File: src/rtl/poly_pointwise_seq.sv
// Pointwise-product sequencer: streams a[i], b[i] into an external modular
// multiplier and writes each reduced result back to c[i] in index order.
//
// Ports:
//   clk, rst_n           clock, async active-low reset
//   start                begin a pass (sampled in IDLE only)
//   busy, done, err      pass active, one-cycle completion pulse, sticky range error
//   rd_addr, rd_en       shared read port for the A and B coefficient RAMs
//   a_rdata, b_rdata     RAM read data, RD_LAT cycles after rd_en
//   mul_in1, mul_in2     multiplier operands (straight from RAM data)
//   mul_res              reduced product, MUL_LAT cycles after operands
//   c_wen, c_waddr,      output RAM write port
//   c_wdata
module poly_pointwise_seq #(
    parameter int N       = 256,
    parameter int AW      = 8,
    parameter int DW      = 12,
    parameter int RD_LAT  = 1,
    parameter int MUL_LAT = 4
) (
    input  logic          clk,
    input  logic          rst_n,
    input  logic          start,
    output logic          busy,
    output logic          done,
    output logic          err,
    output logic [AW-1:0] rd_addr,
    output logic          rd_en,
    input  logic [DW-1:0] a_rdata,
    input  logic [DW-1:0] b_rdata,
    output logic [DW-1:0] mul_in1,
    output logic [DW-1:0] mul_in2,
    input  logic [DW-1:0] mul_res,
    output logic          c_wen,
    output logic [AW-1:0] c_waddr,
    output logic [DW-1:0] c_wdata
);

    localparam int L = RD_LAT + MUL_LAT;
    localparam logic [AW:0]   LAST = (AW+1)'(N - 1);
    localparam logic [DW-1:0] Q    = DW'(3329);

    typedef enum logic [1:0] {
        S_IDLE,
        S_ISSUE,
        S_DRAIN,
        S_FIN
    } state_t;

    state_t        state_q, state_d;
    logic [AW:0]   cnt_q, cnt_d;
    logic          rd_en_q, rd_en_d;
    logic          err_q, err_d;

    // Delay line: {valid, index} per in-flight coefficient, depth L.
    logic [L-1:0]  vld_q;
    logic [AW-1:0] idx_q [L];

    always_comb begin
        state_d = state_q;
        cnt_d   = cnt_q;
        rd_en_d = rd_en_q;
        err_d   = err_q;

        // Stage RD_LAT-1 lines up with the RAM data of that read.
        if (vld_q[RD_LAT-1] && (a_rdata >= Q || b_rdata >= Q)) begin
            err_d = 1'b1;
        end

        unique case (state_q)
            S_IDLE: begin
                if (start) begin
                    state_d = S_ISSUE;
                    cnt_d   = '0;
                    rd_en_d = 1'b1;
                    err_d   = 1'b0;
                end
            end
            S_ISSUE: begin
                if (cnt_q == LAST) begin
                    state_d = S_DRAIN;
                    rd_en_d = 1'b0;
                end else begin
                    cnt_d = cnt_q + 1'b1;
                end
            end
            S_DRAIN: begin
                if (vld_q[L-1] && idx_q[L-1] == LAST[AW-1:0]) begin
                    state_d = S_FIN;
                end
            end
            S_FIN: begin
                state_d = S_IDLE;
            end
            default: begin
                state_d = S_IDLE;
            end
        endcase
    end

    always_ff @(posedge clk or negedge rst_n) begin
        if (!rst_n) begin
            state_q <= S_IDLE;
            cnt_q   <= '0;
            rd_en_q <= 1'b0;
            err_q   <= 1'b0;
        end else begin
            state_q <= state_d;
            cnt_q   <= cnt_d;
            rd_en_q <= rd_en_d;
            err_q   <= err_d;
        end
    end

    always_ff @(posedge clk or negedge rst_n) begin
        if (!rst_n) begin
            vld_q <= '0;
            for (int i = 0; i < L; i++) begin
                idx_q[i] <= '0;
            end
        end else begin
            vld_q    <= {vld_q[L-2:0], rd_en_q};
            idx_q[0] <= cnt_q[AW-1:0];
            for (int i = 1; i < L; i++) begin
                idx_q[i] <= idx_q[i-1];
            end
        end
    end

    assign busy    = (state_q == S_ISSUE) || (state_q == S_DRAIN);
    assign done    = (state_q == S_FIN);
    assign err     = err_q;
    assign rd_addr = cnt_q[AW-1:0];
    assign rd_en   = rd_en_q;
    assign mul_in1 = a_rdata;
    assign mul_in2 = b_rdata;
    assign c_wen   = vld_q[L-1];
    assign c_waddr = idx_q[L-1];
    assign c_wdata = mul_res;

endmodule

File: config.mk
export PLATFORM = sky130hd
export DESIGN_NAME = poly_pointwise_seq
export DESIGN_NICKNAME = d
export VERILOG_FILES = /design/src/rtl/poly_pointwise_seq.sv
export SDC_FILE = /design/constraint.sdc
export NUM_CORES = 1
export LEC_CHECK = 0
export ABC_AREA = 0
export BUFFER_PORTS_ARGS = -buffer_cell sky130_fd_sc_hd__buf_2
export CORE_MARGIN = 5
export CORE_UTILIZATION = 48
export DETAILED_ROUTE_END_ITERATION = 16
export GPL_ROUTABILITY_DRIVEN = 0
export PLACE_DENSITY = 0.8
export RECOVER_POWER = 50
export SETUP_SLACK_MARGIN = 0.15
export SLEW_MARGIN = 20
export SYNTH_ARGS = -nofsm -noshare
export SYNTH_HDL_FRONTEND = slang
export SYNTH_SLANG_ARGS = --single-unit
export TNS_END_PERCENT = 1
File: constraint.sdc
create_clock -name clk -period 2.4 [get_ports clk]
set_input_delay 0.24 -clock clk [delete_from_list [all_inputs] [get_ports clk]]
set_output_delay 0.24 -clock clk [all_outputs]
set_load 0.01 [all_outputs]
==> results.json <==
{
  "reg2reg_from": "cnt_q[0]",
  "endpoint": "state_q[1]",
  "crit_path_cell_trace": "ha_1 > nand3_1 > nor2_1 > ha_1 > o21ai_0 > a21oi_1 > mux2_2",
  "ys_warn_count": 0,
  "netlist_instances": 188,
  "timing.rr.end": "state_q[1]",
  "num_vias": 1335,
  "io_buffers": 71,
  "yosysTopAreaCell": "dfrtp_1",
  "ant_nets": 0,
  "rsz0062_at_grt": "false",
  "grt.total_usage": 0.1282,
  "ios": 96,
  "hold_viol_final": 0,
  "post_cts_resized": 0,
  "synth_xor_area_frac": 0.02221,
  "synth_top_family_by_area": "buffers and inverters",
  "hpwlAfterDp_mm": 2.826,
  "violations": "max-capacitance violations, max-slew violations",
  "finalCritPeriodShare": 0.8349,
  "fmax_mhz": 499.1,
  "min_period_ps": 2004,
  "synth_nets": 234,
  "cp.required_ps": 2600,
  "seq_area_frac_synth": 0.6134,
  "avgSynthCellArea_sq_um": 12.59,
  "cts_setup_buffers": 0,
  "powerDensity_nw_per_um2": 1043,
  "finalSetupViolations": 0,
  "yosysTopAreaCellShare": 0.6134,
  "wirelength_mm": 3.692,
  "start_util": 0.4976,
  "firstDrtPassIters": 2,
  "fillerInstances": 425,
  "startpoint_type": "flop",
  "highest_layer": "met4",
  "rows": 25,
  "finalMaxSlewViolations": 32,
  "synth-simple-area-share": 0.09836,
  "synth_seq_cells": 58,
  "crit_type": "flop to flop",
  "drt-met1-wl_mm": 1.451,
  "drv_cap": 1,
  "area_delta_synth_final_pct": 9.995,
  "routed_via_density": 4.572,
  "cts_made_buffers": 9,
  "slowest_delay_ps": 450,
  "end_kind": "flop",
  "core-area_sq_um": 4755,
  "clockBufferDepth": 2,
  "worst_pin_slew_ps": 1565,
  "nets": 266,
  "drt-wirelength-per-cell_um": 12.64,
  "synth_area_leaders": "dfrtp_1, buf_4, ha_1, nor4b_2, xnor2_1",
  "die_h_um": 80.21,
  "cts_tree": "yes",
  "antenna_found_initial": 0,
  "synth_adder_area_share": 0.03702,
  "timing.setup.tns_ps": 0,
  "grt_max_degree": 32,
  "drc": 0,
  "vdd_drop_max_mv": 0.3608,
  "slew_headroom": -0.04342,
  "ff2ff_path_depth": 7,
  "grt_pass1_wl_mm": 6.127,
  "startpoint": "cnt_q[0]",
  "drive_gt1_frac": 0.2978,
  "first_global_vias": 1368,
  "hold_path.class": "input pin to flop",
  "critPathMaxFanout": 9,
  "cp_slowest_cell": "dfrtp_1",
  "total_power_uw": 2714,
  "dieArea_sq_um": 6434,
  "syn_area_sq_um": 2366,
  "die_w_um": 80.21,
  "muxShareOfSynthArea": 0.01534,
  "clk_root_buffer_cell": "clkbuf_8",
  "yosysUniqueCellTypes": 29,
  "reg2reg_slack_ps": 400,
  "grt.overflow.total": 0,
  "drt_iter0_drc": 47,
  "antenna-diode-count": 0,
  "clk_pin_slew_ps": 60,
  "wl_met2_mm": 1.953,
  "wl_met3_um": 236,
  "htree_levels": 3,
  "synth_compound_area_frac": 0.04072,
  "leakagePower_uw": 0.001273,
  "crit_path_frequent_cell": "ha_1",
  "cts_sinks": 58,
  "clk_latency_ps": 310,
  "cp_data_arrival_time_ps": 2210,
  "outcome": "finished with violations",
  "clock_skew_ps": 9.471
}
[kinds of logic (layout without fill, tap and decap cells)]
group	after synthesis	count (layout)
buf+inv	57	94
compound gates	16	16
fa+ha+maj	7	7
mux	3	3
simple gates	41	41
flops	58	58
xor+xnor	6	6
[layer usage]
metal / up-vias / global-route usage
met3: 9 / 0.04933
met1: 649 / 0.1334
met4: 0 / 0.06926
met2: 39 / 0.2210
met5: - / 0
li1: 638 / -
[cell usage after synthesis (all sizes together)]
library cell,n
o32a,1
nand2,10
a22oi,1
dfrtp,58
inv,4
or2b,1
a21boi,1
a21oi,4
xor2,1
nor3,2
o211ai,1
a31oi,2
nor4,4
or3,1
mux2,2
o21ai,5
nand3,5
nor4b,3
mux2i,1
clkbuf,1
nor2b,1
xnor2,5
o22ai,1
ha,7
buf,52
nand4,3
nor3b,1
nor2,9
and4b,1
[per-stage QoR]
stage / std cells / hold slack [ps] / util / cell area, sq um / worst slack (ps)
floorplan: 188 / -55.59 / - / 2366 / 509.1
global placement: 275 / 306.3 / 0.5103 / 2426 / 525.5
detailed placement: 275 / 316.3 / 0.5103 / 2426 / 418.3
CTS: 292 / 212.3 / 0.5539 / 2634 / 406.9
global route: 292 / 245.7 / 0.5474 / 2603 / 228.8
finish: 292 / 224.4 / 0.5474 / 2603 / 396.3
[cells in the final DEF, fill, tap and decap left out, types with 2 or more instances in the layout]
master,netlist,routed
mux2_2,2,2
buf_4,52,2
ha_1,7,7
buf_2,0,46
nor3_1,2,2
a31oi_1,2,2
dfrtp_1,58,58
inv_1,4,4
nor2_1,9,9
nand2_1,10,10
xnor2_1,5,5
clkbuf_8,0,11
clkbuf_1,1,28
nor4b_2,3,3
nand3_1,5,5
o21ai_0,5,5
nand4_1,3,3
a21oi_1,4,4
nor4_1,4,4
[flip-flops by register name, summed over array words and instances (netlist names)]
name	cells
rd_en	1
vld_q	5
cnt_q	9
state_q	2
err	1
idx_q	32
c_waddr	8
[cell type report]
| type | instances | area (sq um) | share of cell area |
|---|---|---|---|
| Multi-Input combinational cell | 73 | 505.5 | 0.1942 |
| Clock inverter | 2 | 35.03 | 0.01346 |
| Clock buffer | 14 | 162.7 | 0.06250 |
| Timing Repair Buffer | 74 | 349.1 | 0.1341 |
| Tap cell | 67 | 83.83 | 0.03221 |
| Inverter | 4 | 15.01 | 0.005769 |
| Sequential cell | 58 | 1451 | 0.5577 |
[repair_timing]
item / CTS / global route
endpoints found under the hold margin: 29 / 0
setup endpoints to repair: 0 / 0
hold buffers: 1 / 0
[where the power goes]
| part | total, uW | switching, uW | leakage, uW | internal (uW) |
|---|---|---|---|---|
| combinational | 572 | 326 | 0.000421 | 246 |
| clock | 870 | 334 | 0.000101 | 536 |
| sequential | 1270 | 107 | 0.000751 | 1170 |
[how the worst min path moves through the flow]
stage	startpoint	depth (start not counted)	slack, ps	endpoint
after floorplan	rst_n	0	-60	c_waddr[0]
after global placement	rst_n	1	310	vld_q[4]
after detailed placement	rst_n	1	320	vld_q[4]
after CTS	a_rdata[10]	3	210	err
after global routing	a_rdata[10]	3	250	err
final	a_rdata[10]	3	220	err
[worst max-delay path, delay by kind of cell (launching register included)]
kind | cells | cell delay (ps)
adders and majority gates | 2 | 540
DFF | 1 | 450
and+or+nand+nor | 2 | 190
muxes | 1 | 350
AOI/OAI and AO/OA | 2 | 360
Note: power is estimated with default switching activity, not from simulation.
